File: src/rtl/btn_pkg.sv
// Shared constants and helpers for the push-button debounce blocks.
package btn_pkg;

  // Default timing for a 50 MHz system clock
  localparam int DEB_10MS_50MHZ = 500000;
  localparam int LONG_1S_50MHZ  = 50000000;

  // Number of bits needed to hold values 0..value-1 (never less than 1)
  function automatic int clog2(input int value);
    int width;
    width = 1;
    for (int i = 1; i < 32; i++) begin
      if ((64'd1 << i) < 64'(value)) begin
        width = i + 1;
      end
    end
    return width;
  endfunction

endpackage

File: src/rtl/btn_debounce_ch.sv
// One button channel: pin synchroniser, debounce, press/release/long pulses
// and a clearable wrapping press counter.
module btn_debounce_ch
  import btn_pkg::*;
#(
  parameter int DEBOUNCE_CYCLES = DEB_10MS_50MHZ,
  parameter int LONG_CYCLES     = LONG_1S_50MHZ,
  parameter int CNT_W           = 4,
  parameter int BTN_ACTIVE_LOW  = 1
) (
  input  logic             clk,
  input  logic             rst,
  input  logic             btn_in,
  input  logic             cnt_clr,
  output logic             btn_level,
  output logic             btn_press,
  output logic             btn_release,
  output logic             btn_long,
  output logic [CNT_W-1:0] press_cnt
);

  localparam int DW = clog2(DEBOUNCE_CYCLES);
  localparam int HW = clog2(LONG_CYCLES + 1);

  // Pin level seen while the button is not pressed
  localparam logic IDLE_PIN = (BTN_ACTIVE_LOW != 0) ? 1'b1 : 1'b0;

  localparam logic [DW-1:0] DEB_LAST  = DW'(DEBOUNCE_CYCLES - 1);
  localparam logic [HW-1:0] HOLD_LAST = HW'(LONG_CYCLES - 1);
  localparam logic [HW-1:0] HOLD_MAX  = HW'(LONG_CYCLES);

  logic          sync1;
  logic          sync2;
  logic          raw_n;
  logic [DW-1:0] dcnt;
  logic [HW-1:0] hcnt;

  // Two-flop synchroniser, reset to the released pin level
  always_ff @(posedge clk or negedge rst) begin
    if (!rst) begin
      sync1 <= IDLE_PIN;
      sync2 <= IDLE_PIN;
    end else begin
      sync1 <= btn_in;
      sync2 <= sync1;
    end
  end

  // Normalise polarity so that 1 always means pressed
  assign raw_n = sync2 ^ IDLE_PIN;

  // Accept a new level only after it has differed for DEBOUNCE_CYCLES cycles
  always_ff @(posedge clk or negedge rst) begin
    if (!rst) begin
      dcnt        <= '0;
      btn_level   <= 1'b0;
      btn_press   <= 1'b0;
      btn_release <= 1'b0;
    end else begin
      btn_press   <= 1'b0;
      btn_release <= 1'b0;
      if (raw_n == btn_level) begin
        dcnt <= '0;
      end else if (dcnt == DEB_LAST) begin
        dcnt        <= '0;
        btn_level   <= raw_n;
        btn_press   <= raw_n;
        btn_release <= ~raw_n;
      end else begin
        dcnt <= dcnt + 1'b1;
      end
    end
  end

  // Hold timer: saturates so a long hold fires btn_long exactly once
  always_ff @(posedge clk or negedge rst) begin
    if (!rst) begin
      hcnt     <= '0;
      btn_long <= 1'b0;
    end else begin
      btn_long <= 1'b0;
      if (!btn_level) begin
        hcnt <= '0;
      end else if (hcnt != HOLD_MAX) begin
        hcnt <= hcnt + 1'b1;
        if (hcnt == HOLD_LAST) begin
          btn_long <= 1'b1;
        end
      end
    end
  end

  // Press counter: a clear coinciding with a press still keeps that press
  always_ff @(posedge clk or negedge rst) begin
    if (!rst) begin
      press_cnt <= '0;
    end else if (cnt_clr) begin
      press_cnt <= CNT_W'(btn_press);
    end else if (btn_press) begin
      press_cnt <= press_cnt + 1'b1;
    end
  end

endmodule

File: src/rtl/btn_bank_debounce.sv
// Bank of independent debounced button channels plus a shared any-press flag.
module btn_bank_debounce
  import btn_pkg::*;
#(
  parameter int N_BTN           = 4,
  parameter int DEBOUNCE_CYCLES = DEB_10MS_50MHZ,
  parameter int LONG_CYCLES     = LONG_1S_50MHZ,
  parameter int CNT_W           = 4,
  parameter int BTN_ACTIVE_LOW  = 1
) (
  input  logic                   clk,
  input  logic                   rst,
  input  logic [N_BTN-1:0]       btn_in,
  input  logic [N_BTN-1:0]       cnt_clr,
  output logic [N_BTN-1:0]       btn_level,
  output logic [N_BTN-1:0]       btn_press,
  output logic [N_BTN-1:0]       btn_release,
  output logic [N_BTN-1:0]       btn_long,
  output logic [N_BTN*CNT_W-1:0] press_cnt,
  output logic                   any_press
);

  for (genvar i = 0; i < N_BTN; i++) begin : g_ch
    btn_debounce_ch #(
      .DEBOUNCE_CYCLES (DEBOUNCE_CYCLES),
      .LONG_CYCLES     (LONG_CYCLES),
      .CNT_W           (CNT_W),
      .BTN_ACTIVE_LOW  (BTN_ACTIVE_LOW)
    ) u_ch (
      .clk         (clk),
      .rst         (rst),
      .btn_in      (btn_in[i]),
      .cnt_clr     (cnt_clr[i]),
      .btn_level   (btn_level[i]),
      .btn_press   (btn_press[i]),
      .btn_release (btn_release[i]),
      .btn_long    (btn_long[i]),
      .press_cnt   (press_cnt[i*CNT_W +: CNT_W])
    );
  end

  // Registered OR of all press pulses, one cycle behind btn_press
  always_ff @(posedge clk or negedge rst) begin
    if (!rst) begin
      any_press <= 1'b0;
    end else begin
      any_press <= |btn_press;
    end
  end

endmodule
File: config.mk
export PLATFORM = sky130hd
export DESIGN_NAME = btn_bank_debounce
export DESIGN_NICKNAME = d
export VERILOG_FILES = /design/src/rtl/btn_pkg.sv /design/src/rtl/btn_debounce_ch.sv /design/src/rtl/btn_bank_debounce.sv
export SDC_FILE = /design/constraint.sdc
export NUM_CORES = 1
export LEC_CHECK = 0
export CAP_MARGIN = 20
export CORE_MARGIN = 2
export CORE_UTILIZATION = 55
export DETAILED_ROUTE_END_ITERATION = 7
export HOLD_SLACK_MARGIN = 0.1
export MAX_ROUTING_LAYER = met4
export PLACE_DENSITY = 0.8
export SYNTH_ARGS = -nofsm -noshare
export SYNTH_HDL_FRONTEND = slang
export SYNTH_SLANG_ARGS = --single-unit
File: constraint.sdc
create_clock -name clk -period 1.8 [get_ports clk]
set_input_delay 0.27 -clock clk [delete_from_list [all_inputs] [get_ports clk]]
set_output_delay 0.27 -clock clk [all_outputs]
set_load 0.01 [all_outputs]
==> flow_metrics.tcl, run 1 <==
set metrics [dict create \
    power_density_nw_per_um2 786 \
    drt_iter0_markers 578 \
    synth_area_um2 10700 \
    tritoncts "yes" \
    core-area_um2 19300 \
    layout-drive-gt1-share_pct 16.8 \
    fin_crit_ps 1830 \
    initial_core_util_pct 55.6 \
    syn_inst 1068 \
    multi_input_area_um2 5010 \
    htreeDepth 1 \
    gp_congestion 0.833 \
    synth-main-ff-cell "dfrtp_1" \
    slew_viol_final 0 \
    synth_nets 1094 \
    rsz0062_at_grt "true" \
    instances_no_fill 1483 \
    first_pass_iters 5 \
    grt_pass1_vias 7818 \
    antenna-diode-count 0 \
    port_buffers 42 \
    leakage_nw 5.56 \
    violations "negative setup slack" \
    end_kind "flop" \
    synth_area_leaders "dfrtp_1 (50%), xor2_1 (8.5%), nor2_1 (7.3%)" \
    drv_cap 0 \
    dp.cells 1418 \
    final.fill_count 1403 \
    grt_max_degree 53 \
    finClkSkew_ps 8.76 \
    die_h_um 144 \
    synth_warnings 0 \
    overflow 0 \
    dpl_worst_slack_ps -35.5 \
    grt.total_usage_pct 22.3 \
    ir_worst_vdd_v 0.000706 \
    async_reset_ff_share_pct 100 \
    yosys.cell_types.count 52 \
    critPathMaxFanout 4 \
    critPathArrivalTime_ps 2220 \
    finish.utilization_pct 67.8 \
    clock.fmax_mhz 547 \
    synth_top_area_share_pct 49.8 \
    total_power_mw 10.3 \
    cts_root_buf "clkbuf_16" \
    clk_latency_ps 520 \
    synth_edf_count 0 \
    antenna_left 0 \
    cp-startpoint "g_ch[1].u_ch.hcnt[8]" \
    synth-seq-cells 221 \
    seqCellArea_um2 5550 \
    design.portCount 43 \
    cts_made_buffers 24 \
    setup_viol 1 \
    hp-class "primary input to flop" \
    max-slew-margin-rel_pct 63.6 \
    grt_pass1_wl_um 36800 \
    antenna_found_initial 1 \
    crit_type "flop to flop" \
    rr_startpoint "g_ch[1].u_ch.hcnt[8]" \
    reg2reg_slack_ps -30 \
    vias 8016 \
    cp.required_ps 2200 \
    clockBufferDepth 3 \
    finalHoldViolCount 0 \
    rr_worst_depth 7 \
    die_w_um 144 \
    synth.avg_cell_area_um2 10.0 \
    ys_seq_area_share_pct 51.7 \
    reg2reg_to "g_ch[1].u_ch.hcnt[0]" \
    dieArea_um2 20600 \
    whs_path_depth 1 \
    min_period_over_period_pct 102 \
    num_rows 51 \
    cts.clk_slew.worst_paths_ps 60 \
    dp_hpwl_um 14200 \
    drc_errors 0 \
    nNetsFinal 1226 \
    start_kind "flop" \
    synthToLayoutAreaGrowth_pct 22.0 \
    avgRoutedWirePerCell_um 14.9 \
    setup_slack_ps -27.9 \
    clkSinkCount 221 \
    wirelength_um 22100 \
    worst_pin_slew_ps 541 \
    worstSetupEndpoint "g_ch[1].u_ch.hcnt[0]" \
    outcome "finished with violations" \
    yosys.area.top_type "dfrtp_1" \
    viasPerCell 5.41 \
]
==> layer usage <==
layer | global-route usage [%] | share of wire [%]
met2 | 37.0 | 50
met5 | - | 0
met1 | 29.0 | 44
met4 | 5.52 | 2.1
met3 | 3.43 | 3.6
==> critical path, cell delays in order (launching register included) <==
cell     delay, ps
dfrtp_1        400
buf_4          150
nor4b_1        340
nand4_1        200
nor3_1         270
buf_4          180
xnor2_1        120
nor2_1          50
==> sequential cells by signal (all words and copies together) (netlist names) <==
name / count
g_ch.u_ch.dcnt: 76
g_ch.u_ch.sync2: 4
g_ch.u_ch.btn_level: 4
g_ch.u_ch.btn_press: 4
g_ch.u_ch.hcnt: 104
g_ch.u_ch.sync1: 4
any_press: 1
g_ch.u_ch.btn_long: 4
g_ch.u_ch.btn_release: 4
g_ch.u_ch.press_cnt: 16
==> placed cells by master (no fill, tap or decap), types with 22 or more instances in the layout <==
master           synthesis  final
clkdlybuf4s50_1          0     33
xnor2_1                 63     63
inv_1                   24     22
nand3_1                 75     74
nand4_1                 52     52
nor2_1                 208    208
nand2_1                 65     65
buf_4                   19     94
dfrtp_1                213    203
and3_1                  25     25
clkbuf_16                0     24
xor2_1                 104    104
==> final cells by class <==
cell class	instances	area share, %
well taps	265	2.54
multi-input cells	784	38.4
clock buffers	35	5.22
inverters	26	0.747
flip-flops and latches	221	42.5
clock inverters	9	1.01
repair buffers	143	9.62
==> per-stage QoR <==
step | instance area [um^2] | hold WS, ps | TNS, ps
2_1_floorplan | 10700 | -25.6 | -80.1
3_3_place_gp | 11900 | 224 | -0.436
3_5_place_dp | 11900 | 223 | -151
4_1_cts | 12800 | 143 | -10.1
5_1_grt | 13100 | 153 | -1090
6_report | 13100 | 154 | -27.9
==> Yosys cell counts (3+ instances only) <==
cell	n
and2_1	17
nor3b_1	3
buf_2	6
o21ai_0	12
xor2_1	104
xnor2_1	63
and4_1	14
nor4_1	11
and3_1	25
ha_1	16
buf_4	19
nand3b_1	4
dfstp_2	8
inv_1	24
nor4_4	3
nand3_1	75
nor2_1	208
nor4b_1	7
nand2_1	65
nor4_2	3
nor3_1	23
or3_1	10
nand4_1	52
or4_1	5
or2_2	3
o31ai_1	3
clkbuf_1	11
mux2i_1	10
a21oi_1	12
nand2b_1	7
nor4bb_1	3
dfrtp_1	213
==> worst min path at each step <==
stage / startpoint / to / slack, ps
2_1_floorplan: rst / any_press / -30
3_3_place_gp: rst / g_ch[3].u_ch.dcnt[10] / 220
3_5_place_dp: rst / g_ch[3].u_ch.dcnt[7] / 220
4_1_cts: btn_in[2] / g_ch[2].u_ch.sync1 / 140
5_1_grt: btn_in[2] / g_ch[2].u_ch.sync1 / 150
6_report: btn_in[2] / g_ch[2].u_ch.sync1 / 150
==> power breakdown <==
group	switching (mW)	total, mW	internal [mW]
Clock	1.95	5.01	3.06
Combinational	0.153	0.229	0.0754
Sequential	0.0287	5.04	5.01
Total	2.13	10.3	8.14
==> logic make-up after synthesis <==
| logic type | count (synthesis) | share of synthesized area [%] |
|---|---|---|
| multiplexers | 10 | 0.935 |
| AO/OA/AOI/OAI | 30 | 1.57 |
| flip-flops | 221 | 51.7 |
| adder cells (fa/ha/maj) | 16 | 1.87 |
| buffers and inverters | 63 | 2.95 |
| XOR/XNOR | 167 | 13.7 |
| AND/OR/NAND/NOR | 561 | 27.3 |
==> repair_timing <==
action,4_1_cts,5_1_grt
resized for setup,12,38
buffers inserted,3,17
hold endpoints to repair,196,0
pin swaps,2,18
hold buffers,1,0
endpoints found under the setup margin,23,83
Power figures use the tool's default switching activity.
==> run 2, diff against run 1 <==
--- a/config.mk
+++ b/config.mk
@@ -5,7 +5,6 @@
 export SDC_FILE = /design/constraint.sdc
 export NUM_CORES = 1
 export LEC_CHECK = 0
-export CAP_MARGIN = 20
 export CORE_MARGIN = 2
 export CORE_UTILIZATION = 55
 export DETAILED_ROUTE_END_ITERATION = 7
==> results of run 2 <==
The final DEF is identical to that of run 1; final timing and power are the same.
==> run 3, diff against run 2 <==
--- a/config.mk
+++ b/config.mk
@@ -5,12 +5,12 @@
 export SDC_FILE = /design/constraint.sdc
 export NUM_CORES = 1
 export LEC_CHECK = 0
-export CORE_MARGIN = 2
 export CORE_UTILIZATION = 55
 export DETAILED_ROUTE_END_ITERATION = 7
 export HOLD_SLACK_MARGIN = 0.1
 export MAX_ROUTING_LAYER = met4
 export PLACE_DENSITY = 0.8
+export SKIP_CTS_REPAIR_TIMING = 1
 export SYNTH_ARGS = -nofsm -noshare
 export SYNTH_HDL_FRONTEND = slang
 export SYNTH_SLANG_ARGS = --single-unit
==> constraint.sdc (replaced) <==
create_clock -name clk -period 1.8 [get_ports clk]
set_input_delay 0.27 -clock clk [delete_from_list [all_inputs] [get_ports clk]]
set_output_delay 0.27 -clock clk [all_outputs]
set_load 0.1 [all_outputs]
==> flow_metrics.tcl, run 3 (same netlist as run 1, synthesis figures left out) <==
set metrics [dict create \
    outcome "finished with violations" \
    violations "negative setup slack" \
    final_area_um2 13300 \
    gp_congestion 0.842 \
    wirelength_um 22200 \
    reg2reg_to "g_ch[3].u_ch.hcnt[14]" \
    clockBufferDepth 3 \
    critPathArrivalTime_ps 2290 \
    critPathMaxFanout 6 \
    cts.clk_slew.worst_paths_ps 60 \
    clk_latency_ps 520 \
    rsz0062_at_grt "true" \
    die_w_um 142 \
    holdWs_ps 151 \
    dp.cells 1412 \
    drc_errors 0 \
    max-slew-margin-rel_pct 67.1 \
    grt_max_degree 59 \
    initial_core_util_pct 56.7 \
    viasPerCell 5.48 \
    finalHoldViolCount 0 \
    min_to "g_ch[0].u_ch.sync1" \
    setup_slack_ps -54.7 \
    whs_path_depth 1 \
    reg_top3 "g_ch.u_ch.hcnt: 104 flops, g_ch.u_ch.dcnt: 76 flops, g_ch.u_ch.press_cnt: 16 flops" \
    core-area_um2 18900 \
    post_dp_cell_area_um2 12100 \
    first_pass_iters 4 \
    grt.total_usage_pct 22.8 \
    antenna_found_initial 0 \
    ir_worst_vdd_v 0.000670 \
    design.portCount 43 \
    port_buffers 42 \
    antenna-diode-count 0 \
    largest_reg_flops 104 \
    instances_no_fill 1469 \
    rr_worst_depth 6 \
    final_common_cell "dfrtp_1" \
    power_density_nw_per_um2 770 \
    hp-start "btn_in[0]" \
    fin_crit_ps 1850 \
    overflow 0 \
    tns_ps -160 \
    setup_viol 5 \
    grt_pass1_vias 7948 \
    dieArea_um2 20000 \
    num_rows 50 \
    drt_iter0_markers 438 \
    hp-class "primary input to flop" \
    rr_startpoint "g_ch[3].u_ch.hcnt[18]" \
    crit_type "flop to flop" \
    nNetsFinal 1219 \
    tritoncts "yes" \
    htreeDepth 1 \
    drv_cap 0 \
    cp.required_ps 2240 \
    start_kind "flop" \
    min_period_over_period_pct 103 \
    antenna_left 0 \
    reg2reg_slack_ps -50 \
    cts_made_buffers 25 \
    end_kind "flop" \
    regMostFlops "g_ch.u_ch.hcnt" \
    clkSinkCount 221 \
    slew_viol_final 0 \
    avgRoutedWirePerCell_um 15.1 \
    grt_pass1_wl_um 36600 \
    worst_pin_slew_ps 491 \
    most-common-layout-cells "dfrtp_1 (208), nor2_1 (205), xor2_1 (104)" \
    leakage_nw 5.60 \
    dp_hpwl_um 14300 \
    finClkSkew_ps 15.2 \
    cts_root_buf "clkbuf_16" \
    vias 8043 \
    layout-drive-gt1-share_pct 19.6 \
    synthToLayoutAreaGrowth_pct 23.9 \
    die_h_um 142 \
    clock.fmax_mhz 539 \
]
-- run 3: cell count changes in the layout (fill, tap and decap cells not counted), moves of 3 or more --
| cell | delta |
|---|---|
| dlymetal6s2s_1 | -4 |
| nor2_2 | +3 |
| clkdlybuf4s50_1 | -25 |
| dlygate4sd2_1 | -4 |
| nor4b_2 | +3 |
| dfrtp_2 | -5 |
| buf_12 | +23 |
| nor2_1 | -3 |
| nand3_1 | -3 |
| dfrtp_1 | +5 |
-- run 3: area by class of cell --
class                      count  area (um^2)
clock inverter                 9          105
sequential                   221         5550
inverter                      26         97.6
clock buffer                  34          689
tap                          260          325
fill                        1346         5630
timing repair buffer         135         1400
multi-input combinational    784         5090
-- run 3: routing by layer --
metal	vias up	wire length (um)	share of wire [%]	global-route usage, %
met4	0	411	1.9	4.98
met1	4005	9750	44	29.4
met2	127	11300	51	38.7
met5	-	0	0	-
li1	3874	-	-	-
met3	37	713	3.2	2.97
-- run 3: critical path, cell delays in order, from the launching register on --
cell	delay [ps]
dfrtp_1	400
nor4_1	390
nand3b_1	220
nor4_4	240
buf_4	200
o21ai_0	150
a21oi_2	180
-- run 3: worst max path at each step --
stage | startpoint | to | cells past startpoint | slack, ps
after floorplan | g_ch[3].u_ch.dcnt[12] | g_ch[3].u_ch.dcnt[13] | 6 | -10
after global placement | g_ch[2].u_ch.dcnt[9] | g_ch[2].u_ch.dcnt[1] | 5 | 80
after detailed placement | g_ch[3].u_ch.hcnt[8] | g_ch[3].u_ch.hcnt[20] | 5 | -40
after CTS | g_ch[3].u_ch.hcnt[0] | g_ch[3].u_ch.hcnt[20] | 6 | -80
after global routing | g_ch[3].u_ch.hcnt[1] | g_ch[3].u_ch.hcnt[14] | 7 | -90
final | g_ch[3].u_ch.hcnt[18] | g_ch[3].u_ch.hcnt[14] | 6 | -50
-- run 3: report_power, final --
| group | internal, mW | leakage, nW | switching (mW) |
|---|---|---|---|
| registers | 5.01 | 3.04 | 0.0311 |
| logic | 0.0881 | 2.17 | 0.154 |
| clock network | 2.96 | 0.390 | 1.97 |
| total | 8.06 | 5.60 | 2.15 |
-- run 3: stage by stage --
step,power [mW],utilization [%],setup slack (ps)
2_1_floorplan,5.19,-,-12.4
3_3_place_gp,5.36,64.1,77.6
3_5_place_dp,5.36,64.1,-43.9
4_1_cts,10.3,68.3,-83.5
5_1_grt,10.5,70.2,-94.3
6_report,10.2,70.2,-54.7
